[config.mk]
export PLATFORM = sky130hd
export DESIGN_NAME = led_fade_sequencer
export DESIGN_NICKNAME = d
export VERILOG_FILES = /design/src/rtl/led_fade_sequencer_pkg.sv /design/src/rtl/led_fade_sequencer_step_prescaler.sv /design/src/rtl/led_fade_sequencer.sv
export SDC_FILE = /design/constraint.sdc
export NUM_CORES = 1
export LEC_CHECK = 0
export ABC_CLOCK_PERIOD_IN_PS = 9800
export CORE_AREA = 2 2 136 138
export CTS_BUF_LIST = sky130_fd_sc_hd__clkbuf_8
export CTS_CLUSTER_DIAMETER = 150
export DETAILED_ROUTE_END_ITERATION = 10
export DIE_AREA = 0 0 138 140
export GPL_ROUTABILITY_DRIVEN = 0
export SLEW_MARGIN = 20
export SYNTH_ARGS = -nofsm -noshare
export SYNTH_HDL_FRONTEND = slang
export SYNTH_SLANG_ARGS = --single-unit
[constraint.sdc]
create_clock -name clk_i -period 9.8 [get_ports clk_i]
set_clock_uncertainty 0.05 [all_clocks]
set_input_delay 1.96 -clock clk_i [delete_from_list [all_inputs] [get_ports clk_i]]
set_output_delay 1.96 -clock clk_i [all_outputs]
set_load 0.01 [all_outputs]
[src/rtl/led_fade_sequencer_pkg.sv]
// ============================================================================
// Module : led_fade_pkg
// Brief  : Shared state encoding and default widths for the LED fade sequencer.
// Rev    : 1.0  initial release
// ============================================================================
`default_nettype none

package led_fade_pkg;

    localparam int DUTY_W_DEF = 8;
    localparam int DIV_W_DEF  = 16;
    localparam int HOLD_W_DEF = 16;
    localparam int PHASE_W    = 3;

    typedef enum logic [PHASE_W-1:0] {
        ST_IDLE   = 3'd0,
        ST_UP     = 3'd1,
        ST_HOLD_H = 3'd2,
        ST_DOWN   = 3'd3,
        ST_HOLD_L = 3'd4
    } state_t;

endpackage

`default_nettype wire

[src/rtl/led_fade_sequencer_step_prescaler.sv]
// ============================================================================
// Module : step_prescaler
// Brief  : Divide-by-div clock enable; one-cycle tick when cnt reaches div-1.
// Rev    : 1.0  initial release
// ============================================================================
`default_nettype none

module step_prescaler #(
    parameter int DIV_W = 16
) (
    input  logic             clk,
    input  logic             rst_n,
    input  logic             clear,
    input  logic [DIV_W-1:0] div,
    output logic             tick
);

    logic [DIV_W-1:0] cnt;
    logic             at_end;

    // div is never 0 here: the caller substitutes 1 when latching
    assign at_end = (cnt == div - DIV_W'(1));
    assign tick   = !clear && at_end;

    always_ff @(posedge clk or negedge rst_n) begin
        if (!rst_n) begin
            cnt <= '0;
        end else if (clear || at_end) begin
            cnt <= '0;
        end else begin
            cnt <= cnt + DIV_W'(1);
        end
    end

endmodule

`default_nettype wire

[src/rtl/led_fade_sequencer.sv]
// ============================================================================
// Module : led_fade_sequencer
// Brief  : Breathing-LED sequencer: ramp up, hold, ramp down, hold, with PWM out.
// Rev    : 1.0  initial release
// ============================================================================
`default_nettype none

module led_fade_sequencer
    import led_fade_pkg::*;
#(
    parameter int DUTY_W = DUTY_W_DEF,
    parameter int DIV_W  = DIV_W_DEF,
    parameter int HOLD_W = HOLD_W_DEF
) (
    input  logic               clk_i,
    input  logic               rst_n_i,
    input  logic               start_i,
    input  logic               stop_i,
    input  logic               loop_i,
    input  logic [DIV_W-1:0]   step_div_i,
    input  logic [HOLD_W-1:0]  hold_i,
    input  logic [DUTY_W-1:0]  max_duty_i,
    output logic               busy_o,
    output logic               done_o,
    output logic [PHASE_W-1:0] phase_o,
    output logic [DUTY_W-1:0]  duty_o,
    output logic               pwm_o
);

    state_t              state;
    logic [DUTY_W-1:0]   duty;
    logic [DUTY_W-1:0]   pwm_cnt;
    logic [DUTY_W-1:0]   max_lat;
    logic [DIV_W-1:0]    div_lat;
    logic [HOLD_W-1:0]   hold_lat;
    logic [HOLD_W-1:0]   hold_cnt;
    logic                loop_lat;
    logic                busy;
    logic                done;
    logic                pwm;

    logic                tick;
    logic                hold_last;
    logic [DUTY_W-1:0]   duty_inc;

    step_prescaler #(
        .DIV_W (DIV_W)
    ) u_prescaler (
        .clk   (clk_i),
        .rst_n (rst_n_i),
        .clear (state == ST_IDLE),
        .div   (div_lat),
        .tick  (tick)
    );

    // A hold of 0 behaves like a hold of 1: leave on the first tick
    assign hold_last = (hold_lat == '0) || (hold_cnt == hold_lat - HOLD_W'(1));
    assign duty_inc  = duty + DUTY_W'(1);

    always_ff @(posedge clk_i or negedge rst_n_i) begin
        if (!rst_n_i) begin
            state    <= ST_IDLE;
            duty     <= '0;
            pwm_cnt  <= '0;
            max_lat  <= '0;
            div_lat  <= '0;
            hold_lat <= '0;
            hold_cnt <= '0;
            loop_lat <= 1'b0;
            busy     <= 1'b0;
            done     <= 1'b0;
            pwm      <= 1'b0;
        end else begin
            done    <= 1'b0;
            pwm_cnt <= pwm_cnt + DUTY_W'(1);
            pwm     <= (pwm_cnt < duty);
            if (state != ST_IDLE && stop_i) begin
                state    <= ST_IDLE;
                duty     <= '0;
                hold_cnt <= '0;
                busy     <= 1'b0;
                pwm      <= 1'b0;
            end else begin
                case (state)
                    ST_IDLE: begin
                        if (start_i && !stop_i) begin
                            div_lat  <= (step_div_i == '0) ? DIV_W'(1) : step_div_i;
                            hold_lat <= hold_i;
                            max_lat  <= max_duty_i;
                            loop_lat <= loop_i;
                            duty     <= '0;
                            state    <= ST_UP;
                            busy     <= 1'b1;
                        end
                    end
                    ST_UP: begin
                        if (tick) begin
                            if (max_lat == '0) begin
                                state    <= ST_HOLD_H;
                                hold_cnt <= '0;
                            end else begin
                                duty <= duty_inc;
                                if (duty_inc == max_lat) begin
                                    state    <= ST_HOLD_H;
                                    hold_cnt <= '0;
                                end
                            end
                        end
                    end
                    ST_HOLD_H: begin
                        if (tick) begin
                            if (hold_last) state <= ST_DOWN;
                            else           hold_cnt <= hold_cnt + HOLD_W'(1);
                        end
                    end
                    ST_DOWN: begin
                        if (tick) begin
                            if (duty <= DUTY_W'(1)) begin
                                duty     <= '0;
                                state    <= ST_HOLD_L;
                                hold_cnt <= '0;
                            end else begin
                                duty <= duty - DUTY_W'(1);
                            end
                        end
                    end
                    ST_HOLD_L: begin
                        if (tick) begin
                            if (!hold_last) begin
                                hold_cnt <= hold_cnt + HOLD_W'(1);
                            end else if (loop_lat) begin
                                state <= ST_UP;
                            end else begin
                                state <= ST_IDLE;
                                busy  <= 1'b0;
                                done  <= 1'b1;
                            end
                        end
                    end
                    default: begin
                        state <= ST_IDLE;
                        duty  <= '0;
                        busy  <= 1'b0;
                    end
                endcase
            end
        end
    end

    assign busy_o  = busy;
    assign done_o  = done;
    assign phase_o = state;
    assign duty_o  = duty;
    assign pwm_o   = pwm;

endmodule

`default_nettype wire

# ---- Yosys cells after proc, flatten, opt, wreduce, memory -nomap -nowiden
# Cells that the tools add are included.
dict set report totals {
  ff_bits 95
  input_bits 45
  out_inout_bits 14
  word_cells 107
}
dict set report op_classes {
  add_sub_neg 7
  n_lt_le_gt_ge 2
  n_eq_ne 22
  mux 43
  bitwise_logic 1
  n_reduce_logical 20
}
# cell n
set ops {}
lappend ops {{two-way mux 16 bit} 10}
lappend ops {{two-way mux 8 bit} 6}
lappend ops {{case mux 16 bit (3 select lines)} 1}
lappend ops {{two-way mux 3 bit} 11}
lappend ops {{adder 16 x 1 -> 16 bit, second input constant} 2}
lappend ops {{== test 16 bit} 2}
lappend ops {{zero test 16 bit} 2}
lappend ops {{case mux 8 bit (4 select lines)} 1}
lappend ops {{subtractor 16 x 1 -> 16 bit, second input constant} 2}
lappend ops {{inequality test 3 bit, second input constant} 10}
lappend ops {{adder 8 x 1 -> 8 bit, second input constant} 2}
lappend ops {{case mux 3 bit (5 select lines)} 1}
lappend ops {{two-way mux 1 bit} 12}
lappend ops {{AND reduction 5 bit} 2}
lappend ops {{AND reduction 9 bit} 1}
lappend ops {{== test 8 bit} 1}
lappend ops {{less-or-equal comparator 8 x 1 -> 1 bit, second input constant} 1}
lappend ops {{zero test 8 bit} 1}
lappend ops {{< comparator 8 bit} 1}
lappend ops {{subtractor 8 x 1 -> 8 bit, second input constant} 1}
lappend ops {{AND reduction 7 bit} 1}
lappend ops {{== test 3 x 2 -> 1 bit, second input constant} 2}
lappend ops {{inequality test 2 x 1 -> 1 bit, second input constant} 2}
lappend ops {{inequality test 4 bit, second input constant} 1}
lappend ops {{15 further kinds} 19}

# ---- Logic depth before layout (Yosys ltp)
# Gate-level depths: netlist of run 1.
dict set report logic_depth {
  ltp_word 7
  mapped_depth 12
}

# ---- Modules after synthesis
# From an unflattened synthesis of run 1, not the netlist that was laid out.
dict set report hier_totals {
  cells_unflattened 672
  hier_area_um2 6456.2
}
# module instances cells_each area_each_um2 seq_area_each_um2
set by_module_without_submodules {}
lappend by_module_without_submodules {led_fade_sequencer 1 512 4973.5 1976.9}
lappend by_module_without_submodules {step_prescaler 1 160 1482.7 400.4}

# ---- Worst setup path after synthesis of run 1
# OpenSTA, ideal clock, no wires.
dict set report synth_timing {
  path_kind {input port to flip-flop}
  start {in stop_i}
  end {reg hold_cnt[8]}
  arrival_time_ns 3.452
  t_required_ns 9.671
  setup_slack_ns 6.218
  path_stages 6
  cell_sequence {clkbuf_1 or3_1 a31oi_1 or3_1 a2111oi_1 mux2i_1}
}
dict set report synth_between {
  elab_chain_len 3
  word_cells_on_any_way 10
  cone_classes {6 x eq/ne; 1 x mux; 3 x reduce/logical}
}
# element line_no
set synth_lines {}
lappend synth_lines {{from (decl)} led_fade_sequencer.sv:18} ;# input logic stop_i,
lappend synth_lines {{logical AND 1 bit (*)} led_fade_sequencer.sv:77} ;# if (state != ST_IDLE && stop_i) begin
lappend synth_lines {{inequality test 4 bit (no line), or another cell as far along} -}
lappend synth_lines {{AND reduction 7 bit (no line)} -}
lappend synth_lines {{to (signal assigned)} led_fade_sequencer.sv:113} ;# else hold_cnt <= hold_cnt + HOLD_W'(1);
lappend synth_lines {{to (signal assigned)} led_fade_sequencer.sv:130} ;# hold_cnt <= hold_cnt + HOLD_W'(1);
lappend synth_lines {{to (decl)} led_fade_sequencer.sv:36} ;# logic [HOLD_W-1:0] hold_cnt;
# Every way passes the cells marked *; elsewhere a longest branch is shown, timed or not.
# A chain may end at the register's enable or synchronous reset.

# ---- Worst setup path in the final report of run 1
dict set report layout_timing {
  start {in stop_i}
  end {reg hold_cnt[6]}
}
# Same word-level chain as after synthesis.

==> results of run 1 <==
==> cells by family after synthesis <==
logic type / after synthesis
buf+inv: 52
fa+ha+maj: 15
flops: 95
simple gates: 218
compound gates: 143
mux: 57
xor+xnor: 75
==> how the worst max path moves through the flow <==
stage,start,slack (ns),cells past startpoint,to
after floorplan,stop_i,6.22,6,hold_cnt[8]
after global placement,stop_i,5.12,7,hold_cnt[7]
after detailed placement,stop_i,5.02,7,hold_cnt[4]
after CTS,stop_i,5.46,7,hold_cnt[9]
after global routing,div_lat[0],5.53,10,hold_cnt[8]
final,stop_i,5.69,6,hold_cnt[6]
==> flip-flops by register name, summed over array words and instances, names as in the netlist <==
register and cells:
div_lat 16, duty_o 8, pwm_cnt 8, u_prescaler.cnt 16
loop_lat 1, hold_cnt 16, busy_o 1, pwm_o 1
hold_lat 16, max_lat 8, phase_o 3, done_o 1
==> worst max-delay path, cell delays in order <==
cell and delay (ns):
clkdlybuf4s50_1 0.69, or3_1 0.51, a31o_2 0.25, nand2_1 0.59, o21ai_0 0.21, mux2i_1 0.16
==> routing by layer <==
layer	global-route usage [%]	vias to the layer above	routed length, µm
met5	0	-	0
met4	6.93	0	333
met3	2.80	22	591
met2	26.4	133	7470
met1	22.1	2594	7270
li1	-	2503	-
==> cells in the final DEF (no fill, tap or decap), types with 3 or more instances in the layout <==
master / n
nand4_1: 11
inv_1: 20
nand3b_1: 4
or4_1: 6
clkdlybuf4s50_1: 57
nand2b_1: 9
o21ai_0: 31
a21o_1: 7
ha_1: 15
and3_1: 14
xnor2_1: 44
o31ai_1: 3
a31oi_1: 10
bufinv_16: 3
nor3_1: 13
clkbuf_8: 10
xnor3_1: 3
xor2_1: 28
or3_1: 8
o41ai_1: 3
nor2_1: 48
mux2i_1: 14
nor4_1: 15
and2_1: 3
nand2_1: 29
mux2_2: 42
and4_1: 4
buf_4: 5
o211ai_1: 4
a32o_1: 3
nor2b_1: 4
dfrtp_1: 95
a21oi_1: 27
nand3_1: 32
o21bai_1: 15
==> power groups by stage <==
stage / clock network [mW] / registers, mW / logic (mW)
global route: 0.349 / 0.690 / 0.796
floorplan: 0 / 0.601 / 0.582
detailed placement: 0 / 0.674 / 0.719
CTS: 0.334 / 0.666 / 0.723
global placement: 0 / 0.668 / 0.697
finish: 0.326 / 0.667 / 0.723
==> stage by stage <==
step                utilization (%)  area, µm²  worst slack [ns]  std cells
global placement               39.7       7060              5.12        913
global route                   41.1       7310              5.53        929
floorplan                         -       6290              6.22        655
finish                         41.1       7310              5.69        929
detailed placement             39.7       7060              5.02        913
CTS                            41.1       7300              5.46        929
==> final cells by class <==
cell class	instances	area, µm²
fill	1736	10500
clock buffer	10	138
clock inverter	6	108
timing repair buffer	62	608
sequential	95	2380
inverter	19	71.3
tap	229	287
multi-input combinational	508	3720
==> summary.md, run 1 <==
| Metric | Value |
|---|---|
| Layout cell share with drive strength beyond 1 | `11.0%` |
| WHS | `0.442 ns` |
| Die area | `19,300 µm²` |
| Post-synth cell types | `76` |
| Grt total ovfl | `0` |
| Chip Height | `140 µm` |
| Worst-Skew Late Latency | `0.40 ns` |
| Clk pwr share | `19.0%` |
| CTS Sinks | `95` |
| Synth Net Count | `715` |
| # rows | `49` |
| Synth area leaders | `dfrtp_1 38%, mux2_2 7.5%, xnor2_1 6.1%` |
| Port bufs | `58` |
| Period utilization | `42.0%` |
| Via density | `5.65` |
| Vias | `5,252` |
| Critical Path AT | `4.39 ns` |
| Slew Viols, Final | `0` |
| DR WL/cell | `16.9 µm` |
| Final Setup Violations | `0` |
| Inserted Diodes | `0` |
| NetSw | `695 µW` |
| Crit Path Max Fanout | `26` |
| Sequential power share | `38.9%` |
| Drt pass-1 iters | `5` |
| Internal power | `1.02 mW` |
| Gate power share | `42.1%` |
| Synth warnings | `0` |
| First-pass GRT wire length | `26,100 µm` |
| Vias in the first global route | `5,109` |
| Post-synth top area cell | `dfrtp_1` |
| CORE AREA | `17,800 µm²` |
| Inserted Clock Buffers | `9` |
| RSZ-0062 raised after global routing | `no` |
| Final WL | `15,700 µm` |
| Total GRT Usage | `16.4%` |
| Crit end category | `flop` |
| Post-CTS setup buffer count | `0` |
| Root Driver | `clkbuf_8` |
| Synth Register Bits | `95` |
| Hold crit path type | `reg2reg` |
| Pin count of the biggest net entering global routing | `69` |
| Adder-Cell Fraction of Synth Area | `2.98%` |
| Status | `finished, final reports clean` |
| Switching portion of total power | `40.5%` |
| 1st-iter DRT viols | `377` |
| Area share of and/or/nand/nor cells after synthesis | `19.2%` |
| Seq/Total Area, Yosys | `37.8%` |
| P per Cell Area | `235 nW/µm²` |
| Hold path startpoint | `pwm_cnt[7]` |
| Syn Std Cell Area | `6290 µm²` |
| Cells on worst reg2reg path | `7` |
| Crit path kind | `in2reg` |
| Top-count cell post-synth | `dfrtp_1` |
| Compound-cell area share of the yosys netlist | `15.8%` |
| Reg2reg start | `duty_o[0]` |
| Total negative setup slack | `0 ns` |
| IO Pins | `59` |
| Hold_buf cts | `0` |
| CTS Buffer Depth | `2` |
| Multiplexer share of the synthesized area | `9.93%` |
| Worst Hold Path Cells | `1` |
| Leakage power | `2.82 nW` |
| Max H-tree Level | `3` |
| Post_cts resized | `0` |
| Reg2Reg Setup Slack | `5.83 ns` |
| Worst vdd ir | `0.109 mV` |
| Asr flop ratio synth | `100%` |
| Final Hold Viols | `0` |
| Max_slew headroom | `22.3%` |
| Crit Reg-Reg Endpoint | `hold_cnt[8]` |
| Commonest cells in the synthesized netlist | `95 x dfrtp_1, 48 x nor2_1, 44 x xnor2_1` |
| Maximum clock rate | `243 MHz` |
| Max-cap violations | `0` |
| Minimum clock period after layout | `4.11 ns` |
| Required time worst endpoint | `10.07 ns` |
| Synth Area in XOR/XNOR | `11.1%` |
| Width of the die | `138 µm` |
| Largest family of logic cells by synthesized area | `simple AND/OR/NAND/NOR gates` |
| Synthesized instance count | `655` |
| Hold Path End | `pwm_cnt[7]` |
| Setup crit start kind | `input pin` |
| Area Overhead vs Synth | `16.2%` |
| Post-synth EDFFs | `0` |
| Worst-Margin Slew | `1.14 ns` |
| Initial Utilization | `35.4%` |
| Syn Area/Cell | `9.60 µm²` |
| TritonCTS clock tree | `done` |
| Post-DP HPWL | `11,600 µm` |
| Layout Nets | `755` |
| Residual DRC | `0` |
| Top cell type's share of synthesized area | `37.8%` |
| Post-route ant nets | `0` |
| Pwr Total | `1.72 mW` |
| Initial antenna violation count | `1` |
| Clk slew on worst S/H paths | `0.10 ns` |
| Most common flop cell mapped by yosys | `dfrtp_1` |
(Power assumes the default switching activity.)
==> run 2, diff against run 1 <==
--- a/config.mk
+++ b/config.mk
@@ -5,7 +5,7 @@
 export SDC_FILE = /design/constraint.sdc
 export NUM_CORES = 1
 export LEC_CHECK = 0
-export ABC_CLOCK_PERIOD_IN_PS = 9800
+export ABC_CLOCK_PERIOD_IN_PS = 4070
 export CORE_AREA = 2 2 136 138
 export CTS_BUF_LIST = sky130_fd_sc_hd__clkbuf_8
 export CTS_CLUSTER_DIAMETER = 150
==> constraint.sdc (replaced) <==
create_clock -name clk_i -period 4.07 [get_ports clk_i]
set_clock_uncertainty 0.05 [all_clocks]
set_input_delay 0.814 -clock clk_i [delete_from_list [all_inputs] [get_ports clk_i]]
set_output_delay 0.814 -clock clk_i [all_outputs]
set_load 0.01 [all_outputs]
==> summary.md, run 2 (synthesis gave the netlist of run 1 again) <==
| Metric | Value |
|---|---|
| Post-DP HPWL | `11,900 µm (+2.6%)` |
| FF+latch area | `2380 µm² (unchanged)` |
| Crit-path cells | `inv_1 -> ha_1 -> nor4b_4 -> and2_1 -> a31oi_1 -> or4_4 -> nor4b_4 -> o311ai_4 -> a2111oi_1 -> mux2i_1` |
| Post_cts resized | `0 (unchanged)` |
| Initial antenna violation count | `1 (unchanged)` |
| Vias in the first global route | `5,150 (+0.80%)` |
| Period utilization | `91.5%` |
| Width of the die | `138 µm (unchanged)` |
| Chip Height | `140 µm (unchanged)` |
| Required time worst endpoint | `4.33 ns (-5.74 ns)` |
| P per Cell Area | `555 nW/µm² (+140%)` |
| Commonest cells after routing, fill and taps aside | `95 x dfrtp_1, 57 x clkdlybuf4s50_1, 48 x nor2_1` |
| Internal power | `2.41 mW (+140%)` |
| CTS Sinks | `95 (unchanged)` |
| Top delay family on crit path | `simple AND/OR/NAND/NOR gates` |
| Initial Utilization | `35.4% (unchanged)` |
| Most frequent CP cell | `nor4b_4` |
| Hold crit path type | `in2async` |
| Via density | `5.63 (-0.38%)` |
| Reg2Reg Setup Slack | `0.35 ns (-5.48 ns)` |
| Critical Path AT | `3.98 ns (-0.41 ns)` |
| Worst-Skew Late Latency | `0.39 ns (about the same)` |
| Root Driver | `clkbuf_8` |
| CORE AREA | `17,800 µm² (unchanged)` |
| Cells on worst reg2reg path | `10 (+3)` |
| Final cell count without fillers | `934 (+0.54%)` |
| Pin count of the biggest net entering global routing | `53 (-23%)` |
| Maximum clock rate | `269 MHz` |
| Layout Nets | `761 (+0.79%)` |
| Grt total ovfl | `0 (unchanged)` |
| Slew Viols, Final | `0 (unchanged)` |
| Total negative setup slack | `0 ns (unchanged)` |
| Inserted Diodes | `0 (unchanged)` |
| Worst vdd ir | `0.276 mV (+150%)` |
| Sequential power share | `39.5% (+0.6 points)` |
| Crit path kind | `reg2reg` |
| Max_slew headroom | `34.1% (+12 points)` |
| Reg2reg start | `div_lat[0]` |
| Die area | `19,300 µm² (unchanged)` |
| Commonest non-fill, non-tap cell in the layout | `dfrtp_1` |
| TritonCTS clock tree | `done` |
| Layout cell share with drive strength beyond 1 | `11.3% (+0.35 points)` |
| Max-cap violations | `0 (unchanged)` |
| Final Setup Violations | `0 (unchanged)` |
| Post-route ant nets | `0 (unchanged)` |
| Gate power share | `43.5% (+1.4 points)` |
| # rows | `49 (unchanged)` |
| CP Launch Point | `div_lat[0]` |
| Clk slew on worst S/H paths | `0.09 ns (about the same)` |
| 1st-iter DRT viols | `441 (+17%)` |
| Leakage power | `2.84 nW (+0.67%)` |
| DR WL/cell | `17.0 µm (+0.54%)` |
| Final Hold Viols | `0 (unchanged)` |
| Max stage delay on crit path | `0.56 ns (-0.13 ns)` |
| Inserted Clock Buffers | `9 (unchanged)` |
| Crit Reg-Reg Endpoint | `hold_cnt[10]` |
| Slowest-stage cell, CP | `or4_4` |
| Minimum clock period after layout | `3.72 ns` |
| Worst-Margin Slew | `0.987 ns (-0.150 ns)` |
| Residual DRC | `0 (unchanged)` |
| NetSw | `1.66 mW (+140%)` |
| Setup crit start kind | `flop` |
| Post-CTS setup buffer count | `0 (unchanged)` |
| Max H-tree Level | `3 (unchanged)` |
| Port bufs | `58 (unchanged)` |
| Pwr Total | `4.07 mW (+140%)` |
| Clk pwr share | `17.0% (-2.0 points)` |
| Vias | `5,260 (+0.15%)` |
| Placed cells | `919 (+0.66%)` |
| Crit end category | `flop` |
| RSZ-0062 raised after global routing | `no` |
| IO Pins | `59 (unchanged)` |
| WP buf/inv | `1 (unchanged)` |
| Crit Path Max Fanout | `15 (-42%)` |
| First-pass GRT wire length | `26,400 µm (+1.0%)` |
| CTS Buffer Depth | `2 (unchanged)` |
| Final WL | `15,800 µm (+1.1%)` |
| Total GRT Usage | `16.8% (+0.38 points)` |
| Status | `finished, final reports clean` |
| Drt pass-1 iters | `5 (unchanged)` |
| Area Overhead vs Synth | `16.5%` |
| Area of the multi-input gates | `3710 µm² (-0.24%)` |
| Switching portion of total power | `40.8% (+0.23 points)` |
| Fillcell total | `1,734 (-0.12%)` |
| WHS | `0.415 ns (-0.0276 ns)` |
| Hold_buf cts | `0 (unchanged)` |
run 2: changes by cell type in the layout (fill, tap and decap cells not counted), sizes merged:
cell    delta
buf        +6
inv        -1
clkinv     +1
bufinv     -1
run 2: area by class of cell:
class	count	share of cell area (%)
repair buffers	68	9.09
well taps	229	3.91
inverters	19	0.974
flip-flops and latches	95	32.5
clock buffers	10	1.88
multi-input cells	508	50.7
clock inverters	5	1.01
run 2: how the worst max path moves through the flow:
stage,to,depth (start not counted)
6_report,hold_cnt[10],10
5_1_grt,hold_cnt[10],10
4_1_cts,hold_cnt[10],10
3_5_place_dp,hold_cnt[10],10
3_3_place_gp,hold_cnt[10],10
2_1_floorplan,hold_cnt[8],10
run 2: stage by stage:
| step | utilization [%] | area (µm²) | setup WS (ns) |
|---|---|---|---|
| floorplan | - | 6290 | 0.849 |
| global placement | 40.0 | 7110 | 0.549 |
| detailed placement | 40.0 | 7110 | 0.332 |
| CTS | 41.2 | 7320 | 0.319 |
| global route | 41.2 | 7320 | 0.0788 |
| finish | 41.2 | 7320 | 0.348 |
run 2: metal layers:
metal / vias to the layer above / global-route usage (%) / share of wire, %
met5: - / 0 / 0
met4: 0 / 7.47 / 3.1
met3: 46 / 2.56 / 3.6
met2: 156 / 27.6 / 48
met1: 2541 / 22.1 / 45
li1: 2517 / - / -
run 2: worst register-to-register path, delay by kind of cell (launching register included):
kind,cells,cell delay (ns)
flip-flops,1,0.45
multiplexers,1,0.23
buffers and inverters,1,0.12
AO/OA/AOI/OAI,3,0.97
adder cells (fa/ha/maj),1,0.31
AND/OR/NAND/NOR,4,1.56
run 2: power groups by stage:
stage	clock [mW]	combinational [mW]	sequential (mW)
3_5_place_dp	0	1.76	1.62
4_1_cts	0.723	1.77	1.60
3_3_place_gp	0	1.71	1.61
5_1_grt	0.754	1.95	1.66
6_report	0.692	1.77	1.61
2_1_floorplan	0	1.40	1.45
==> run 3, diff against run 2 <==
--- a/config.mk
+++ b/config.mk
@@ -5,7 +5,7 @@
 export SDC_FILE = /design/constraint.sdc
 export NUM_CORES = 1
 export LEC_CHECK = 0
-export ABC_CLOCK_PERIOD_IN_PS = 4070
+export ABC_CLOCK_PERIOD_IN_PS = 3700
 export CORE_AREA = 2 2 136 138
 export CTS_BUF_LIST = sky130_fd_sc_hd__clkbuf_8
 export CTS_CLUSTER_DIAMETER = 150
==> constraint.sdc (replaced) <==
create_clock -name clk_i -period 3.7 [get_ports clk_i]
set_clock_uncertainty 0.05 [all_clocks]
set_input_delay 0.74 -clock clk_i [delete_from_list [all_inputs] [get_ports clk_i]]
set_output_delay 0.74 -clock clk_i [all_outputs]
set_load 0.01 [all_outputs]
==> summary.md, run 3 (synthesis gave the netlist of run 1 again) <==
| Metric | Value |
|---|---|
| Vias in the first global route | `5,254 (+2.0%)` |
| Pin count of the biggest net entering global routing | `49 (-7.5%)` |
| Total negative setup slack | `0 ns (unchanged)` |
| Initial antenna violation count | `1 (unchanged)` |
| Hold crit path type | `in2async` |
| Clk slew on worst S/H paths | `0.09 ns (about the same)` |
| Layout cell share with drive strength beyond 1 | `13.4% (+2.0 points)` |
| Die area | `19,300 µm² (unchanged)` |
| First-pass GRT wire length | `26,700 µm (+1.1%)` |
| Crit end category | `flop` |
| Final Hold Viols | `0 (unchanged)` |
| Post-DP HPWL | `11,800 µm (-0.69%)` |
| Slew Viols, Final | `0 (unchanged)` |
| Max stage delay on crit path | `0.68 ns (+0.12 ns)` |
| Crit-path cells | `or4_1 -> nor4_1 -> a31oi_1 -> o41ai_1 -> o2111ai_1 -> o311ai_4 -> buf_4 -> a21oi_1 -> mux2i_1` |
| Total GRT Usage | `16.7% (-0.075 points)` |
| Width of the die | `138 µm (unchanged)` |
| Status | `finished, final reports clean` |
| Final Setup Violations | `0 (unchanged)` |
| Crit Path Max Fanout | `10 (-5)` |
| 1st-iter DRT viols | `447 (+1.4%)` |
| # rows | `49 (unchanged)` |
| Inserted Clock Buffers | `9 (unchanged)` |
| Critical Path AT | `3.63 ns (-0.35 ns)` |
| Port bufs | `58 (unchanged)` |
| Vias | `5,294 (+0.65%)` |
| Maximum clock rate | `293 MHz (+8.9%)` |
| CP Launch Point | `hold_lat[2]` |
| FF+latch area | `2380 µm² (unchanged)` |
| Worst-Margin Slew | `1.01 ns (+0.0191 ns)` |
| Initial Utilization | `35.4% (unchanged)` |
| Period utilization | `92.3% (+0.89 points)` |
| Cells on worst reg2reg path | `9 (-1)` |
| Hold_buf cts | `0 (unchanged)` |
| Max-cap violations | `0 (unchanged)` |
| Commonest non-fill, non-tap cell in the layout | `dfrtp_1` |
| Worst-Skew Late Latency | `0.39 ns (about the same)` |
| Grt total ovfl | `0 (unchanged)` |
| Reg2reg start | `hold_lat[2]` |
| DR WL/cell | `16.6 µm (-1.9%)` |
| RSZ-0062 raised after global routing | `no` |
| WHS | `0.322 ns (-0.0928 ns)` |
| Slowest-stage cell, CP | `or4_1` |
| Max_slew headroom | `32.8% (-1.3 points)` |
| Setup crit start kind | `flop` |
| IO Pins | `59 (unchanged)` |
| Leakage power | `2.91 nW (+2.7%)` |
| Minimum clock period after layout | `3.42 ns (-0.305 ns)` |
| Drt pass-1 iters | `5 (unchanged)` |
| Max H-tree Level | `3 (unchanged)` |
| Layout Nets | `774 (+1.7%)` |
| CTS Sinks | `95 (unchanged)` |
| Final WL | `15,800 µm (-0.30%)` |
| TritonCTS clock tree | `done` |
| Required time worst endpoint | `3.91 ns (-0.42 ns)` |
| CORE AREA | `17,800 µm² (unchanged)` |
| Area Overhead vs Synth | `18.7%` |
| Commonest cells after routing, fill and taps aside | `95 x dfrtp_1, 57 x clkdlybuf4s50_1, 48 x nor2_1` |
| Residual DRC | `0 (unchanged)` |
| CTS Buffer Depth | `2 (unchanged)` |
| Via density | `5.58 (-0.94%)` |
| Crit path kind | `reg2reg` |
| Worst vdd ir | `0.329 mV (+19%)` |
| Root Driver | `clkbuf_8` |
| Area of the multi-input gates | `3740 µm² (+0.67%)` |
| Chip Height | `140 µm (unchanged)` |
| P per Cell Area | `617 nW/µm² (+11%)` |
| Fillcell total | `1,728 (-0.35%)` |
| Post-route ant nets | `0 (unchanged)` |
-- run 3: cell count changes in the layout (fill, tap and decap cells not counted), moves of 2 or more --
cell / delta
a2111oi_1: -2
a2111oi_2: +3
buf_4: +14
clkinv_2: -2
inv_1: +2
-- run 3: stage by stage --
stage | util, % | power [mW] | setup slack [ns] | cells | instance area, µm²
2_1_floorplan | - | 3.13 | 0.479 | 655 | 6290
3_3_place_gp | 40.4 | 3.69 | 0.191 | 929 | 7180
3_5_place_dp | 40.4 | 3.75 | -0.0278 | 929 | 7180
4_1_cts | 41.8 | 4.60 | 0.0564 | 946 | 7430
5_1_grt | 42.0 | 4.92 | 0.000482 | 948 | 7460
6_report | 42.0 | 4.61 | 0.283 | 949 | 7460
-- run 3: repair_timing --
item,in CTS,in global routing
gates resized for setup,1,5
pin swaps,1,1
setup buffers,1,2
gates cloned,0,0
setup endpoints to repair,2,15
-- run 3: cell type report --
| class | instances | share of cell area (%) |
|---|---|---|
| Tap cell | 229 | 3.84 |
| Inverter | 19 | 0.955 |
| Clock inverter | 6 | 1.36 |
| Sequential cell | 95 | 31.8 |
| Clock buffer | 10 | 1.84 |
| Timing Repair Buffer | 81 | 10.1 |
| Multi-Input combinational cell | 508 | 50.1 |
| Antenna cell | 1 | 0.0335 |
-- run 3: path summary, 6_finish.rpt --
path | end | slack, ns
min reg2reg | pwm_cnt[7] | 0.44
min | hold_cnt[9] | 0.32
max in group asynchronous | u_prescaler.cnt[5] | 2.49
max reg2reg | hold_cnt[6] | 0.28
max | hold_cnt[6] | 0.28
min in group clk_i | pwm_cnt[7] | 0.44
-- run 3: power by group --
group          internal [mW]  switching, mW
logic                  0.989           1.03
clock network          0.461          0.373
registers               1.31          0.448
total                   2.76           1.85
-- run 3: metal layers --
metal  track usage, %  share of wire (%)
met3             3.59                5.1
met4             5.59                2.0
met1             22.2                 46
met2             27.3                 47
met5                0                  0
-- run 3: worst max-delay path: cells and delay by family, from the launching register on --
kind | cells | cell delay, ns
buffers and inverters | 1 | 0.25
AND/OR/NAND/NOR | 2 | 0.96
flip-flops | 1 | 0.48
multiplexers | 1 | 0.13
AO/OA/AOI/OAI | 5 | 1.41
